`src/rtl/gimli_stream_msg_sequencer_if.sv`:
```
// Command, byte-stream, instruction and packed-word buses of the gimli_stream front-end sequencer.
`timescale 1ns/1ps
interface gimli_stream_msg_sequencer_if #(
  parameter int unsigned DIN_DOUT_WIDTH      = 32,
  parameter int unsigned DIN_DOUT_SIZE_WIDTH = 2
);
  logic [3:0]                     cmd;
  logic                           cmd_empty;
  logic                           cmd_valid;
  logic                           cmd_ready;
  logic [7:0]                     s_data;
  logic                           s_last;
  logic                           s_valid;
  logic                           s_ready;
  logic [3:0]                     inst;
  logic                           inst_valid;
  logic                           inst_ready;
  logic [DIN_DOUT_WIDTH-1:0]      din;
  logic [DIN_DOUT_SIZE_WIDTH:0]   din_size;
  logic                           din_last;
  logic                           din_valid;
  logic                           din_ready;

  modport master (
    input  cmd, cmd_empty, cmd_valid, s_data, s_last, s_valid, inst_ready, din_ready,
    output cmd_ready, s_ready, inst, inst_valid, din, din_size, din_last, din_valid
  );

  modport slave (
    output cmd, cmd_empty, cmd_valid, s_data, s_last, s_valid, inst_ready, din_ready,
    input  cmd_ready, s_ready, inst, inst_valid, din, din_size, din_last, din_valid
  );
endinterface

```
`src/rtl/gimli_stream_msg_sequencer.sv`:
```
// Turns one command plus a byte-serial message into one gimli_stream instruction and packed din words.
// Optional macro GIMLI_SEQ_ZERO_LEN_EN: commands flagged cmd_empty emit a single empty last word.
`timescale 1ns/1ps
module gimli_stream_msg_sequencer #(
  parameter int unsigned DIN_DOUT_WIDTH      = 32,
  parameter int unsigned DIN_DOUT_SIZE_WIDTH = 2
) (
  input  logic                          clk,
  input  logic                          arstn,
  gimli_stream_msg_sequencer_if.master  bus,
  output logic                          busy
);
  localparam int unsigned LANES  = DIN_DOUT_WIDTH / 8;
  localparam int unsigned SIZE_W = DIN_DOUT_SIZE_WIDTH + 1;

  typedef enum logic [2:0] {S_IDLE, S_ISSUE, S_PACK, S_ZERO, S_DRAIN} state_t;

  state_t                    state_q, state_d;
  logic [3:0]                cmd_q;
  logic [SIZE_W-1:0]         cnt_q;
  logic [DIN_DOUT_WIDTH-1:0] pack_q, pack_next;
  logic                      out_valid_q, out_last_q;
  logic [DIN_DOUT_WIDTH-1:0] out_data_q;
  logic [SIZE_W-1:0]         out_size_q;
`ifdef GIMLI_SEQ_ZERO_LEN_EN
  logic                      empty_q;
`endif

  logic cmd_fire, inst_fire, byte_fire, din_fire, word_done, zero_load;

  assign cmd_fire  = bus.cmd_valid  && bus.cmd_ready;
  assign inst_fire = bus.inst_valid && bus.inst_ready;
  assign byte_fire = bus.s_valid    && bus.s_ready;
  assign din_fire  = bus.din_valid  && bus.din_ready;
  assign word_done = byte_fire && (bus.s_last || (cnt_q == SIZE_W'(LANES - 1)));
  assign zero_load = (state_q == S_ZERO) && (!out_valid_q || bus.din_ready);

  // State register
  always_ff @(posedge clk) begin
    if (!arstn) state_q <= S_IDLE;
    else        state_q <= state_d;
  end

  // Next-state logic
  always_comb begin
    state_d = state_q;
    case (state_q)
      S_IDLE:  if (cmd_fire) state_d = S_ISSUE;
`ifdef GIMLI_SEQ_ZERO_LEN_EN
      S_ISSUE: if (inst_fire) state_d = empty_q ? S_ZERO : S_PACK;
`else
      S_ISSUE: if (inst_fire) state_d = S_PACK;
`endif
      S_PACK:  if (word_done && bus.s_last) state_d = S_DRAIN;
      S_ZERO:  if (zero_load) state_d = S_DRAIN;
      S_DRAIN: if (din_fire && out_last_q) state_d = S_IDLE;
      default: state_d = S_IDLE;
    endcase
  end

  // Handshake outputs; every ready/valid is held low while reset is asserted
  always_comb begin
    bus.cmd_ready  = 1'b0;
    bus.inst_valid = 1'b0;
    bus.s_ready    = 1'b0;
    bus.din_valid  = 1'b0;
    busy           = 1'b0;
    if (arstn) begin
      busy          = (state_q != S_IDLE);
      bus.din_valid = out_valid_q;
      case (state_q)
        S_IDLE:  bus.cmd_ready  = 1'b1;
        S_ISSUE: bus.inst_valid = 1'b1;
        S_PACK:  bus.s_ready    = !out_valid_q || bus.din_ready;
        default: ;
      endcase
    end
  end

  // Byte lane insertion at the current fill position
  always_comb begin
    pack_next = pack_q;
    for (int unsigned i = 0; i < LANES; i++) begin
      if (cnt_q == SIZE_W'(i)) pack_next[8*i +: 8] = bus.s_data;
    end
  end

  // Command latch, pack register and output register
  always_ff @(posedge clk) begin
    if (!arstn) begin
      cmd_q       <= '0;
      cnt_q       <= '0;
      pack_q      <= '0;
      out_valid_q <= 1'b0;
      out_last_q  <= 1'b0;
      out_data_q  <= '0;
      out_size_q  <= '0;
`ifdef GIMLI_SEQ_ZERO_LEN_EN
      empty_q     <= 1'b0;
`endif
    end else begin
      if (cmd_fire) begin
        cmd_q   <= bus.cmd;
`ifdef GIMLI_SEQ_ZERO_LEN_EN
        empty_q <= bus.cmd_empty;
`endif
      end
      if (word_done) begin
        cnt_q  <= '0;
        pack_q <= '0;
      end else if (byte_fire) begin
        cnt_q  <= cnt_q + SIZE_W'(1);
        pack_q <= pack_next;
      end
      // A load on the same edge as a drain keeps the register full
      if (word_done) begin
        out_valid_q <= 1'b1;
        out_data_q  <= pack_next;
        out_size_q  <= cnt_q + SIZE_W'(1);
        out_last_q  <= bus.s_last;
      end else if (zero_load) begin
        out_valid_q <= 1'b1;
        out_data_q  <= '0;
        out_size_q  <= '0;
        out_last_q  <= 1'b1;
      end else if (din_fire) begin
        out_valid_q <= 1'b0;
      end
    end
  end

  assign bus.inst     = cmd_q;
  assign bus.din      = out_data_q;
  assign bus.din_size = out_size_q;
  assign bus.din_last = out_last_q;
endmodule

```
`src/flat_wrapper.sv`:
```
// flat-port wrapper written by rule: the top's interface ports become plain ports
module gimli_stream_msg_sequencer_flat 
#(
  parameter int unsigned DIN_DOUT_WIDTH      = 32,
  parameter int unsigned DIN_DOUT_SIZE_WIDTH = 2
)
  (clk, arstn, busy, bus_cmd, bus_cmd_empty, bus_cmd_valid, bus_s_data, bus_s_last, bus_s_valid, bus_inst_ready, bus_din_ready, bus_cmd_ready, bus_s_ready, bus_inst, bus_inst_valid, bus_din, bus_din_size, bus_din_last, bus_din_valid);
  gimli_stream_msg_sequencer_if #(.DIN_DOUT_WIDTH(DIN_DOUT_WIDTH), .DIN_DOUT_SIZE_WIDTH(DIN_DOUT_SIZE_WIDTH)) bus_i ();
  input  logic clk;
  input  logic arstn;
  output logic busy;
  input wire logic [$bits(bus_i.cmd)-1:0] bus_cmd;
  input wire logic [$bits(bus_i.cmd_empty)-1:0] bus_cmd_empty;
  input wire logic [$bits(bus_i.cmd_valid)-1:0] bus_cmd_valid;
  input wire logic [$bits(bus_i.s_data)-1:0] bus_s_data;
  input wire logic [$bits(bus_i.s_last)-1:0] bus_s_last;
  input wire logic [$bits(bus_i.s_valid)-1:0] bus_s_valid;
  input wire logic [$bits(bus_i.inst_ready)-1:0] bus_inst_ready;
  input wire logic [$bits(bus_i.din_ready)-1:0] bus_din_ready;
  output wire logic [$bits(bus_i.cmd_ready)-1:0] bus_cmd_ready;
  output wire logic [$bits(bus_i.s_ready)-1:0] bus_s_ready;
  output wire logic [$bits(bus_i.inst)-1:0] bus_inst;
  output wire logic [$bits(bus_i.inst_valid)-1:0] bus_inst_valid;
  output wire logic [$bits(bus_i.din)-1:0] bus_din;
  output wire logic [$bits(bus_i.din_size)-1:0] bus_din_size;
  output wire logic [$bits(bus_i.din_last)-1:0] bus_din_last;
  output wire logic [$bits(bus_i.din_valid)-1:0] bus_din_valid;
  assign bus_i.cmd = bus_cmd;
  assign bus_i.cmd_empty = bus_cmd_empty;
  assign bus_i.cmd_valid = bus_cmd_valid;
  assign bus_i.s_data = bus_s_data;
  assign bus_i.s_last = bus_s_last;
  assign bus_i.s_valid = bus_s_valid;
  assign bus_i.inst_ready = bus_inst_ready;
  assign bus_i.din_ready = bus_din_ready;
  assign bus_cmd_ready = bus_i.cmd_ready;
  assign bus_s_ready = bus_i.s_ready;
  assign bus_inst = bus_i.inst;
  assign bus_inst_valid = bus_i.inst_valid;
  assign bus_din = bus_i.din;
  assign bus_din_size = bus_i.din_size;
  assign bus_din_last = bus_i.din_last;
  assign bus_din_valid = bus_i.din_valid;
  gimli_stream_msg_sequencer #(.DIN_DOUT_WIDTH(DIN_DOUT_WIDTH), .DIN_DOUT_SIZE_WIDTH(DIN_DOUT_SIZE_WIDTH)) u_core (.clk(clk), .arstn(arstn), .bus(bus_i), .busy(busy));
endmodule
```
`config.mk`:
```
export PLATFORM = sky130hd
export DESIGN_NAME = gimli_stream_msg_sequencer_flat
export DESIGN_NICKNAME = d
export VERILOG_FILES = /design/src/rtl/gimli_stream_msg_sequencer_if.sv /design/src/rtl/gimli_stream_msg_sequencer.sv /design/src/flat_wrapper.sv
export SDC_FILE = /design/constraint.sdc
export NUM_CORES = 1
export LEC_CHECK = 0
export ABC_AREA = 1
export BUFFER_PORTS_ARGS = -buffer_cell sky130_fd_sc_hd__buf_2
export CORE_UTILIZATION = 40
export DETAILED_ROUTE_END_ITERATION = 8
export PLACE_DENSITY = 0.63
export SETUP_SLACK_MARGIN = 0.05
export SKIP_LAST_GASP = 1
export SYNTH_ARGS = -nofsm -noshare
export SYNTH_HDL_FRONTEND = slang
export SYNTH_SLANG_ARGS = --single-unit
```
`constraint.sdc`:
```
create_clock -name clk -period 4.6 [get_ports clk]
set_input_delay 0.46 -clock clk [delete_from_list [all_inputs] [get_ports clk]]
set_output_delay 0.46 -clock clk [all_outputs]
set_load 0.005 [all_outputs]
```
* Word-level counts from Yosys, hierarchy flattened
Cells that the tools add are included.
** Word-level totals
- Bits in registers :: 79
- Bits in latches :: 0
- Memory bits (writable) :: 0
- Bits in read-only memories :: 0
- Output and inout port bits :: 45
- Word-level logic and storage cells :: 67
- Memories :: 0
** Cells by class
- Add/sub/neg operators :: 1
- Multipliers :: 0
- Div/mod/pow operators :: 0
- $lt $le $gt $ge :: 0
- Equal/unequal tests :: 12
- Shifts and indexed selects :: 0
- Multiplexer cells :: 27
- Bitwise operators :: 1
- Reductions and logical operators :: 18
** Operators by type and width (number)
- 32-bit 2-to-1 mux :: 2
- 8-bit 2-to-1 mux :: 4
- 3-bit 2-to-1 mux :: 7
- 3-bit one-hot mux with 5 select lines :: 1
- 1-bit 2-to-1 mux :: 13
- 3-bit by 2-bit equality test with 1-bit output (second input constant) :: 4
- 2-bit by 1-bit != test with 1-bit output (second input constant) :: 5
- 1-bit logical AND :: 8
- 3-bit by 1-bit equality test with 1-bit output (second input constant) :: 2
- 3-bit zero test :: 2
- 3-bit nonzero test :: 2
- 5-bit AND reduction :: 1
- 3-bit by 1-bit adder with 3-bit output (second input constant) :: 1
- 3-bit equality test (second input constant) :: 1
- 1-bit logical OR :: 2
- 2-bit nonzero test :: 1
- 2-bit OR reduction :: 1
- 1-bit zero test :: 1
- 1-bit inverter :: 1

* Depth between registers and ports, before layout
Gate-level depths: netlist of the first run.
- Word-level depth :: 9
- Depth in mapped cells :: 9
- Depth with buffers taken out :: 9

* Worst setup path before layout of the first run
No wires, ideal clock.
- Path kind :: register to register
- Start point :: register u_core.cnt_q[0]
- End point :: register u_core.out_data_q[10], in the netlist u_core.bus.din[10]
- Setup time :: 70 ps
- Arrival time :: 1641 ps
- Required time :: 4530 ps
- Setup slack :: 2889 ps
- Cell stages (with the launch flop) :: 10
- Buffers on the path :: 3
- Clock period less this slack :: 1711 ps
- Cells stage by stage :: dfxtp_1 > ha_1 > ha_1 > buf_2 > or2_1 > nand3_4 > buf_6 > buf_4 > nand3_1 > a21oi_1
** On the way
- Cells in the longest elaborated chain, start to end :: 4
- Elaborated cells between the ends (all ways) :: 7
- Classes of those cells :: 2 x eq/ne; 2 x mux; 3 x reduce/logical
** RTL lines
- start, declared :: line gimli_stream_msg_sequencer.sv:20 : logic [SIZE_W-1:0] cnt_q;
- start signal, assigned :: line gimli_stream_msg_sequencer.sv:112 : cnt_q <= cnt_q + SIZE_W'(1);
- 3-bit by 2-bit equality test with 1-bit output :: line gimli_stream_msg_sequencer.sv:35 : assign word_done = byte_fire && (bus.s_last || (cnt_q == SIZE_W'(LANES - 1)));
- 1-bit logical OR :: line gimli_stream_msg_sequencer.sv:35
- 1-bit logical AND :: line gimli_stream_msg_sequencer.sv:35
- 32-bit 2-to-1 mux or 2-bit nonzero test (tied branches)
- end signal, assigned :: line gimli_stream_msg_sequencer.sv:118 : out_data_q <= pack_next;
- end, declared :: line gimli_stream_msg_sequencer.sv:23 : logic [DIN_DOUT_WIDTH-1:0] out_data_q;
Several ways; a longest one is shown, not always the timed one.
A chain may end at the register's enable or synchronous reset.

* Final worst setup path of the first run
- Start point :: register u_core.cnt_q[0]
- End point :: register u_core.out_size_q[2], in the netlist u_core.bus.din_size[2]
** On the way
- Cells in the longest elaborated chain, start to end :: 4
- Elaborated cells between the ends (all ways) :: 6
- Classes of those cells :: 1 x add/sub; 1 x eq/ne; 1 x mux; 3 x reduce/logical
** RTL lines
- parallel branches: the longest is 4 deep, another holds 3-bit by 1-bit adder with 3-bit output
- end signal, assigned :: line gimli_stream_msg_sequencer.sv:119 : out_size_q <= cnt_q + SIZE_W'(1);
- end, declared :: line gimli_stream_msg_sequencer.sv:24 : logic [SIZE_W-1:0] out_size_q;
Parallel ways; which one is timed is not known.

==> results of run 1 <==
-- registers in the layout (all words and copies together) (netlist names) --
name / cells
u_core.cnt_q: 3
u_core.pack_q: 32
u_core.out_valid_q: 1
u_core.bus.din: 32
u_core.bus.din_size: 3
u_core.bus.din_last: 1
u_core.state_q: 3
u_core.bus.inst: 4
-- cell usage in the layout (no fill, tap or decap), types with 2 or more instances in the layout --
cell        count
buf_4           2
nand3_1        45
clkbuf_8       10
inv_2           2
nand2_1       153
o21ai_0        25
dfxtp_1        79
ha_1            5
inv_1          22
mux2_2          8
a21oi_1        73
clkinvlp_4      2
nor2_1          3
clkinv_2        4
buf_2          63
-- kinds of logic after synthesis --
family,Yosys count
multiplexers,8
AO/OA/AOI/OAI,99
adder cells (fa/ha/maj),5
AND/OR/NAND/NOR,210
flip-flops,79
buffers and inverters,53
-- area by class of cell --
| class | instances | area [um2] |
|---|---|---|
| Clock inverter | 6 | 60.1 |
| Timing Repair Buffer | 65 | 330 |
| Clock buffer | 10 | 138 |
| Fill cell | 861 | 4340 |
| Inverter | 25 | 95.1 |
| Tap cell | 105 | 131 |
| Multi-Input combinational cell | 322 | 1540 |
| Sequential cell | 79 | 1580 |
-- where the power goes --
| group | switching [mW] | total [mW] | leakage [nW] | internal [mW] |
|---|---|---|---|---|
| clock network | 0.255 | 0.517 | 0.0981 | 0.263 |
| registers | 0.00300 | 0.691 | 0.637 | 0.688 |
| logic | 0.0388 | 0.0556 | 0.842 | 0.0168 |
| total | 0.297 | 1.26 | 1.58 | 0.968 |
-- worst reg2reg max path, cell delays in order, from the launching register on --
cell	delay (ps)
dfxtp_1	340
ha_1	220
ha_1	380
or2_1	320
nand3_4	370
clkinv_2	530
nand2_1	220
a21oi_1	90
-- per-layer routing --
metal	part of all wire, %	wire (um)	GRT usage [%]	vias up
met5	0	0	0	-
met1	45	3620	23.2	1453
met2	49	3950	33.4	58
met3	4.2	335	3.32	15
met4	1.7	133	8.33	0
li1	-	-	-	1579
-- final timing paths --
path                                  from                                   to  slack (ps)  cells past startpoint
min                             bus_cmd[3]      u_core.bus.inst[3]$_SDFFE_PN0P_         310                      3
min reg2reg  u_core.pack_q[5]$_SDFFE_PP0P_        u_core.pack_q[5]$_SDFFE_PP0P_         470                      2
max           u_core.cnt_q[0]$_SDFFE_PP0P_  u_core.bus.din_size[2]$_SDFFE_PN0P_        1990                      7
max reg2reg   u_core.cnt_q[0]$_SDFFE_PP0P_  u_core.bus.din_size[2]$_SDFFE_PN0P_        1990                      7
-- per-stage QoR --
step	hold WS, ps	cells	utilization (%)
after detailed placement	455	596	44.8
final	307	612	47.2
after CTS	298	612	47.2
after floorplan	441	454	-
after global placement	449	596	44.8
after global routing	317	612	47.2
==> summary.md, run 1 <==
| Metric | Value |
|---|---|
| Cell Chain, Critical Path | `ha_1, ha_1, or2_1, nand3_4, clkinv_2, nand2_1, a21oi_1` |
| FF+latch count, synth | `79` |
| Crit path max fanout | `39` |
| Fin area | `3880 um2` |
| Maximum vdd ir drop | `0.132 mV` |
| Worst setup EP type | `flip-flop` |
| Synth area leaders | `dfxtp_1, nand2_1, a21oi_1, nand3_1, o21ai_0` |
| H-tree lvl count | `3` |
| Post-route ant nets | `0` |
| Worst Setup Start Kind | `flip-flop` |
| Status | `complete, no violations` |
| Seq/Total Area, Yosys | `46.8%` |
| Worst path arrival time | `2810 ps` |
| Nets | `527` |
| Clk_skew | `11.6 ps` |
| Setup TNS | `0 ps` |
| Pwr/cell area | `326 nW/um2` |
| Area share of and/or/nand/nor cells after synthesis | `26.4%` |
| WP data required | `4800 ps` |
| Port-buffer cells | `63` |
| Clk Latency, worst-skew pair | `350 ps` |
| CTS tree | `done` |
| Worst path bufs/invs | `1` |
| Area of the core | `8220 um2` |
| Post-route total power | `1.26 mW` |
| Post-Synth Adder-Cell Area | `1.85%` |
| Post-route minimum period | `2610 ps` |
| Root Driver | `clkbuf_8` |
| Most used cell, CP | `ha_1` |
| Period Utilization, post-route | `56.7%` |
| Unrepaired setup endpoints after global routing | `false` |
| Full die area | `8820 um2` |
| Setup WS post-layout | `1990 ps` |
| Max_slew headroom | `52.5%` |
| Top cells by count, synth | `nand2_1, dfxtp_1, a21oi_1` |
| Asr flop ratio synth | `0%` |
| Total GRT Usage | `19.2%` |
| Area leader, netlist | `dfxtp_1` |
| Fin. Hold Viols | `0` |
| Ant diodes | `0` |
| Initial core utilization | `41.1%` |
| Syn Std Cell Area | `3380 um2` |
| WS Path Type | `flip-flop to flip-flop` |
| Worst slew pin tran | `709 ps` |
| Routed WL per cell | `13.1 um` |
| Pre-antenna DRT Iters | `4` |
| Pleak | `1.58 nW` |
| Die Height | `93.9 um` |
| Top-count cell post-synth | `nand2_1` |
| Max-cap violations | `0` |
| Ratio of cells with drive above 1 in the final layout | `19.1%` |
| Cts hold-fix bufs | `0` |
| Maximum clock frequency | `383 MHz` |
| Placed cell areas | `3680 um2` |
| Synth Net Count | `479` |
| Post-cts sizing count | `0` |
| Post-CTS Repair Setup Buffers | `0` |
| Mux contribution to synthesized area | `2.66%` |
| Dominant synthesized flop cell | `dfxtp_1` |
| Final number of max-transition violations | `0` |
| Number of CTS-inserted buffers | `9` |
| Area grow syn2layout | `14.7%` |
| Dpl hpwl | `5230 um` |
| Mapped Cells | `454` |
| Clock Tree Buf Depth | `2` |
| Yosys top cell area share | `46.8%` |
| Post-placement worst setup slack | `1930 ps` |
| Global-route wire length before repair | `13200 um` |
| Yosys warnings | `0` |
| Via-to-Cell Ratio | `5.07` |
| IO Count | `65` |
| DRC Markers | `0` |
| Clock sinks | `79` |
| Largest family of logic cells by synthesized area | `simple AND/OR/NAND/NOR gates` |
| FP Rows | `33` |
| GRT overflow | `0` |
| Syn Area/Cell | `7.45 um2` |
| Die Wd | `93.9 um` |
| Via count | `3105` |
| Vias in the first global route | `2886` |
| CP max-delay cell | `clkinv_2` |
| Family with the most delay on the worst path | `simple AND/OR/NAND/NOR gates` |
| Number of synthesized flops with an enable pin | `0` |
| Routed WL | `8050 um` |
| Initial DRC Count | `139` |
| RD Place Congestion | `0.777` |
| Setup violators final | `0` |
| Synth Area in Compound Gates | `14.7%` |
| Yosys cell types | `25` |
| Clk slew on worst S/H paths | `80 ps` |
| Initial antenna violation count | `0` |
| Slowest stage delay, CP | `520 ps` |
| Synth Area in XOR/XNOR | `0%` |
| Hold crit path type | `input pin to flip-flop` |
| Largest net degree at the start of global routing | `40` |
No activity file was read; power rests on OpenSTA's default activity.
==> inputs of run 2 (changes only) <==
- ABC_AREA: 1 -> 0
- clock period: 4.6 -> 2.5 ns (I/O delays scaled with it)
==> run 2 against run 1 <==
Against the previous run: die area rose by 1.4%; wire length down 1.8%; sequential share of layout area decreased by 1.4 points; setup slack got worse by 1700 ps; global-route usage decreased by 0.48 points; non-clock buffer count is 10 higher; via count down 13%; combinational power is 150% higher; clock power grew 62%; clock skew is 2.4 ps higher; utilization is 1.5 points higher.
==> summary.md, run 2 <==
| Metric | Value |
|---|---|
| Routed WL per cell | `16.1 um (+22%)` |
| Largest net degree at the start of global routing | `25 (-38%)` |
| Ratio of cells with drive above 1 in the final layout | `31.3% (+12 points)` |
| WP data required | `2740 ps (-2060 ps)` |
| Post-route minimum period | `2250 ps (-358 ps)` |
| Layout fillers | `793 (-7.9%)` |
| Worst slew pin tran | `689 ps (-20.0 ps)` |
| Mapped Cells | `321 (-29%)` |
| Clock Tree Buf Depth | `2 (unchanged)` |
| Area grow syn2layout | `17.1%` |
| Cell Chain, Critical Path | `ha_1, ha_1, or2_0, nand4_1, buf_12, o32ai_1` |
| Synth area leaders | `dfxtp_1, mux2i_1, o32ai_1, a32o_2, inv_1` |
| Dpl hpwl | `5490 um (+4.9%)` |
| FP Rows | `33 (unchanged)` |
| H-tree lvl count | `3 (unchanged)` |
| Max_slew headroom | `54.0% (+1.5 points)` |
| Status | `complete, no violations` |
| Root Driver | `clkbuf_8` |
| Clk_skew | `14.1 ps (+2.45 ps)` |
| Worst path arrival time | `2490 ps (-320 ps)` |
| Crit path max fanout | `21 (-46%)` |
| Pwr/cell area | `561 nW/um2 (+72%)` |
| Most common cell after layout, fill and taps aside | `dfxtp_1` |
| Family with the most delay on the worst path | `simple AND/OR/NAND/NOR gates` |
| Seq/Total Area, Yosys | `46.1% (-0.67 points)` |
| Number of synthesized flops with an enable pin | `0 (unchanged)` |
| Routed WL | `7900 um (-1.8%)` |
| Yosys cell types | `41 (+64%)` |
| Maximum vdd ir drop | `0.389 mV (+190%)` |
| Via-to-Cell Ratio | `5.47 (+7.8%)` |
| Post-route ant nets | `0 (unchanged)` |
| Pleak | `1.66 nW (+5.5%)` |
| Die Wd | `94.6 um (+0.70%)` |
| Setup TNS | `0 ps (unchanged)` |
| Highest-count cells in the layout ignoring fill and taps | `dfxtp_1, buf_2, inv_1, mux2i_1, o32ai_1` |
| Dominant synthesized flop cell | `dfxtp_1` |
| DRC Markers | `0 (unchanged)` |
| Clock sinks | `79 (unchanged)` |
| Most used cell, CP | `ha_1` |
| Maximum clock frequency | `444 MHz (+16%)` |
| Number of CTS-inserted buffers | `9 (unchanged)` |
| IO Count | `65 (unchanged)` |
| Top-count cell post-synth | `dfxtp_1` |
| Yosys top cell area share | `46.1% (-0.67 points)` |
| Initial antenna violation count | `0 (unchanged)` |
| Via count | `2691 (-13%)` |
| Worst setup EP type | `flip-flop` |
| Ant diodes | `0 (unchanged)` |
| Max-cap violations | `0 (unchanged)` |
| Nets | `407 (-23%)` |
| Yosys warnings | `0 (unchanged)` |
| Syn Area/Cell | `10.7 um2 (+43%)` |
| Port-buffer cells | `63 (unchanged)` |
| Global-route wire length before repair | `12800 um (-2.6%)` |
| Post-placement worst setup slack | `63.4 ps (-1870 ps)` |
| Worst Setup Start Kind | `flip-flop` |
| FF+latch count, synth | `79 (unchanged)` |
| CTS tree | `done` |
| Asr flop ratio synth | `0% (unchanged)` |
| Hold crit path type | `input pin to flip-flop` |
| CP max-delay cell | `nand4_1` |
| Initial core utilization | `41.5% (+0.39 points)` |
| Unrepaired setup endpoints after global routing | `false` |
| Vias in the first global route | `2574 (-11%)` |
| Die Height | `94.6 um (+0.70%)` |
| Top cells by count, synth | `dfxtp_1, inv_1, mux2i_1` |
| RD Place Congestion | `0.838 (+7.9%)` |
| Area leader, netlist | `dfxtp_1` |
| Area of the core | `8260 um2 (+0.50%)` |
| Total GRT Usage | `18.8% (-0.48 points)` |
| Syn Std Cell Area | `3430 um2 (+1.4%)` |
| Post-CTS Repair Setup Buffers | `0 (unchanged)` |
| Clk Latency, worst-skew pair | `340 ps (about the same)` |
| Synth Net Count | `346 (-28%)` |
| Setup WS post-layout | `247 ps (-1740 ps)` |
| Clk slew on worst S/H paths | `80 ps (about the same)` |
| Initial DRC Count | `118 (-15%)` |
| Worst path bufs/invs | `1 (unchanged)` |
| Pre-antenna DRT Iters | `4 (unchanged)` |
| WS Path Type | `flip-flop to flip-flop` |
| Slowest stage delay, CP | `490 ps (-30 ps)` |
| Final number of max-transition violations | `0 (unchanged)` |
| Full die area | `8950 um2 (+1.4%)` |
| GRT overflow | `0 (unchanged)` |
| Period Utilization, post-route | `90.1% (+33 points)` |
| Setup violators final | `0 (unchanged)` |
| Fin. Hold Viols | `0 (unchanged)` |
-- run 2: area by class of cell --
| class | count | area, um2 | area share, % |
|---|---|---|---|
| Multi-Input combinational cell | 170 | 1540 | 38.3 |
| Inverter | 47 | 176 | 4.39 |
| Tap cell | 105 | 131 | 3.27 |
| Clock buffer | 10 | 128 | 3.18 |
| Sequential cell | 79 | 1580 | 39.4 |
| Clock inverter | 6 | 45.0 | 1.12 |
| Timing Repair Buffer | 75 | 418 | 10.4 |
-- run 2: where the power goes --
group | internal [mW] | leakage [nW] | switching [mW]
Clock | 0.364 | 0.0789 | 0.474
Sequential | 1.27 | 0.637 | 0.00889
Combinational | 0.0484 | 0.947 | 0.0905
Total | 1.68 | 1.66 | 0.574
-- run 2: worst register-to-register path: stages (launching register included) --
cell and delay, ps:
dfxtp_1 420, ha_1 180, ha_1 290, or2_0 310
nand4_1 490, buf_12 350, o32ai_1 130
-- run 2: path summary, 6_finish.rpt --
path | start | end | slack [ps] | depth (start not counted)
worst max register to register | u_core.cnt_q[0]$_SDFFE_PP0P_ | u_core.bus.din_size[0]$_SDFFE_PN0P_ | 250 | 6
worst min-delay path | bus_cmd[2] | u_core.bus.inst[2]$_SDFFE_PN0P_ | 140 | 3
worst max-delay path | u_core.cnt_q[0]$_SDFFE_PP0P_ | u_core.bus.din_size[0]$_SDFFE_PN0P_ | 250 | 6
worst min register to register | u_core.bus.inst[0]$_SDFFE_PN0P_ | u_core.bus.inst[0]$_SDFFE_PN0P_ | 460 | 2
-- run 2: what timing repair did --
action / 4_1_cts / 5_1_grt
hold buffers: 0 / 0
setup endpoints to repair: 0 / 8
endpoints found under the hold margin: 0 / 0
gates resized for setup: 0 / 1
-- run 2: layer usage --
layer	global-route usage (%)	vias up	wire length (um)
met5	0	-	0
met4	7.58	0	149
met3	3.46	13	343
met2	30.3	70	3660
met1	24.7	1273	3750
li1	-	1335	-
-- run 2: metrics by stage --
stage          total power, mW  utilization [%]  std cells  hold WS, ps  instance area (um2)
2_1_floorplan             1.38                -        321          367                 3430
3_3_place_gp              1.44             46.5        476          441                 3840
3_5_place_dp              1.45             46.5        476          443                 3840
4_1_cts                   2.28             48.6        492          118                 4010
5_1_grt                   2.35             48.6        492          127                 4020
6_report                  2.25             48.6        492          136                 4020
-- run 2: cells by family (layout without fill, tap and decap cells) --
group	after synthesis	in the layout	share of synthesized area (%)
muxes	36	36	10.5
DFF	79	79	46.1
AOI/OAI and AO/OA	85	85	22.7
adders and majority gates	5	5	1.82
buffers and inverters	72	138	9.16
and+or+nand+nor	44	44	9.67
==> inputs of run 3 (changes only) <==
--- a/config.mk
+++ b/config.mk
@@ -7,3 +7,3 @@
 export LEC_CHECK = 0
-export ABC_AREA = 0
+export ABC_AREA = 1
 export BUFFER_PORTS_ARGS = -buffer_cell sky130_fd_sc_hd__buf_2
--- a/constraint.sdc
+++ b/constraint.sdc
@@ -3,2 +3,2 @@
 set_output_delay 0.25 -clock clk [all_outputs]
-set_load 0.005 [all_outputs]
+set_load 0.01 [all_outputs]
==> run 3 against run 2 <==
Against the previous run: sequential cell count unchanged; wire length up 1.3%; cell area down 2.1%; clock skew down 4.4 ps; largest power group unchanged.
==> summary.md, run 3 (same netlist as run 1, synthesis figures left out) <==
| Metric | Value |
|---|---|
| Status | `complete, no violations` |
| Setup TNS | `0 ps (unchanged)` |
| Pleak | `1.61 nW (-3.2%)` |
| Ratio of cells with drive above 1 in the final layout | `19.4% (-12 points)` |
| WP data required | `2690 ps (-50 ps)` |
| Util after Layout | `47.9% (-0.78 points)` |
| DRC Markers | `0 (unchanged)` |
| Crit path max fanout | `35 (+67%)` |
| Post-route minimum period | `2070 ps (-179 ps)` |
| Total GRT Usage | `19.1% (+0.30 points)` |
| Via count | `3114 (+16%)` |
| Routed WL | `8000 um (+1.3%)` |
| Most common cell after layout, fill and taps aside | `nand2_1` |
| Full die area | `8820 um2 (-1.4%)` |
| Pre-antenna DRT Iters | `5 (+1)` |
| Pwr/cell area | `620 nW/um2 (+10%)` |
| Die Height | `93.9 um (-0.70%)` |
| Highest-count cells in the layout ignoring fill and taps | `nand2_1, dfxtp_1, a21oi_1, buf_2, nand3_1` |
| Dpl hpwl | `5380 um (-1.9%)` |
| Maximum vdd ir drop | `0.284 mV (-27%)` |
| Die Wd | `93.9 um (-0.70%)` |
| Hold wc startpoint | `bus_cmd[1]` |
| Area of the core | `8220 um2 (-0.50%)` |
| Initial DRC Count | `181 (+53%)` |
| Fin. Hold Viols | `0 (unchanged)` |
| Clk slew on worst S/H paths | `80 ps (about the same)` |
| Worst setup EP type | `flip-flop` |
| Worst Setup Start Kind | `flip-flop` |
| Maximum clock frequency | `482 MHz (+8.6%)` |
| Max-cap violations | `0 (unchanged)` |
| Post-cts sizing count | `0 (unchanged)` |
| WS Path Type | `flip-flop to flip-flop` |
| Post-route ant nets | `0 (unchanged)` |
| Hold crit path type | `input pin to flip-flop` |
| Number of CTS-inserted buffers | `9 (unchanged)` |
| Worst path arrival time | `2270 ps (-220 ps)` |
| Layout fillers | `851 (+7.3%)` |
| Clk_skew | `9.72 ps (-4.38 ps)` |
| Root Driver | `clkbuf_8` |
| Ant diodes | `0 (unchanged)` |
| Vias in the first global route | `2822 (+9.6%)` |
| IO Count | `65 (unchanged)` |
| Worst slew pin tran | `681 ps (-8.03 ps)` |
| GRT overflow | `0 (unchanged)` |
| FP Rows | `33 (unchanged)` |
| RD Place Congestion | `0.789 (-5.9%)` |
| Area grow syn2layout | `16.3%` |
| Global-route wire length before repair | `13100 um (+2.1%)` |
| CP Launch Point | `u_core.cnt_q[0]$_SDFFE_PP0P_` |
| Initial antenna violation count | `0 (unchanged)` |
| Unrepaired setup endpoints after global routing | `false` |
| Cell Chain, Critical Path | `ha_1, ha_1, or2_1, nand3_4, clkinv_2, nand2_1, a21oi_1` |
| Slowest stage delay, CP | `430 ps (-60 ps)` |
| Final number of max-transition violations | `0 (unchanged)` |
| Largest net degree at the start of global routing | `36 (+44%)` |
| H-tree lvl count | `3 (unchanged)` |
| Via-to-Cell Ratio | `5.06 (-7.6%)` |
| Most used cell, CP | `ha_1` |
| Initial core utilization | `41.1% (-0.39 points)` |
| Reg2reg start | `u_core.cnt_q[0]$_SDFFE_PP0P_` |
| Post-CTS Repair Setup Buffers | `0 (unchanged)` |
| CTS tree | `done` |
| Clock sinks | `79 (unchanged)` |
| Cts hold-fix bufs | `0 (unchanged)` |
| Clk Latency, worst-skew pair | `340 ps (about the same)` |
| Register-to-Register Path Depth | `7 (+1)` |
| Setup violators final | `0 (unchanged)` |
| Routed WL per cell | `13.0 um (-19%)` |
| Max_slew headroom | `54.4% (+0.42 points)` |
| Period Utilization, post-route | `83.0% (-7.1 points)` |
| Port-buffer cells | `63 (unchanged)` |
| Post-route total power | `2.44 mW (+8.2%)` |
| Clock Tree Buf Depth | `2 (unchanged)` |
| CP max-delay cell | `clkinv_2` |
| Nets | `531 (+30%)` |
| Hold Crit Depth | `3 (unchanged)` |
run 3: where the power goes:
| group | internal, mW | total, mW | switching, mW |
|---|---|---|---|
| Clock | 0.617 | 1.06 | 0.442 |
| Combinational | 0.0315 | 0.107 | 0.0755 |
| Sequential | 1.27 | 1.27 | 0.00539 |
| Total | 1.91 | 2.44 | 0.523 |
run 3: final timing paths:
check / to / slack (ps)
max: u_core.bus.din[27]$_SDFFE_PN0P_ / 430
min: u_core.bus.inst[1]$_SDFFE_PN0P_ / 100
max reg2reg: u_core.bus.din[27]$_SDFFE_PN0P_ / 430
min reg2reg: u_core.pack_q[2]$_SDFFE_PP0P_ / 470
run 3: stage by stage:
step	worst slack [ps]	std cells	hold WS [ps]	cell area, um2
2_1_floorplan	789	454	361	3380
3_3_place_gp	432	600	447	3710
3_5_place_dp	403	600	452	3710
4_1_cts	389	616	96.1	3930
5_1_grt	254	616	95.6	3930
6_report	426	616	104	3930
run 3: layout make-up:
type	instances	area, um2	area share, %
clock buffers	13	159	4.04
clock inverters	3	65.1	1.65
inverters	25	95.1	2.42
multi-input cells	322	1540	39.2
flip-flops and latches	79	1580	40.2
well taps	105	131	3.34
repair buffers	69	360	9.16
run 3: layer usage:
layer	up-vias	global-route usage, %	wire (um)
met4	0	6.54	92
li1	1585	-	-
met3	9	2.91	317
met1	1453	25.2	3810
met5	-	0	0
met2	67	31.5	3780
run 3: worst max-delay path: cells and delay by family (launching register included):
family	cells	cell delay, ps
AO/OA/AOI/OAI	1	80
adder cells (fa/ha/maj)	2	410
buffers and inverters	1	430
flip-flops	1	340
AND/OR/NAND/NOR	3	650
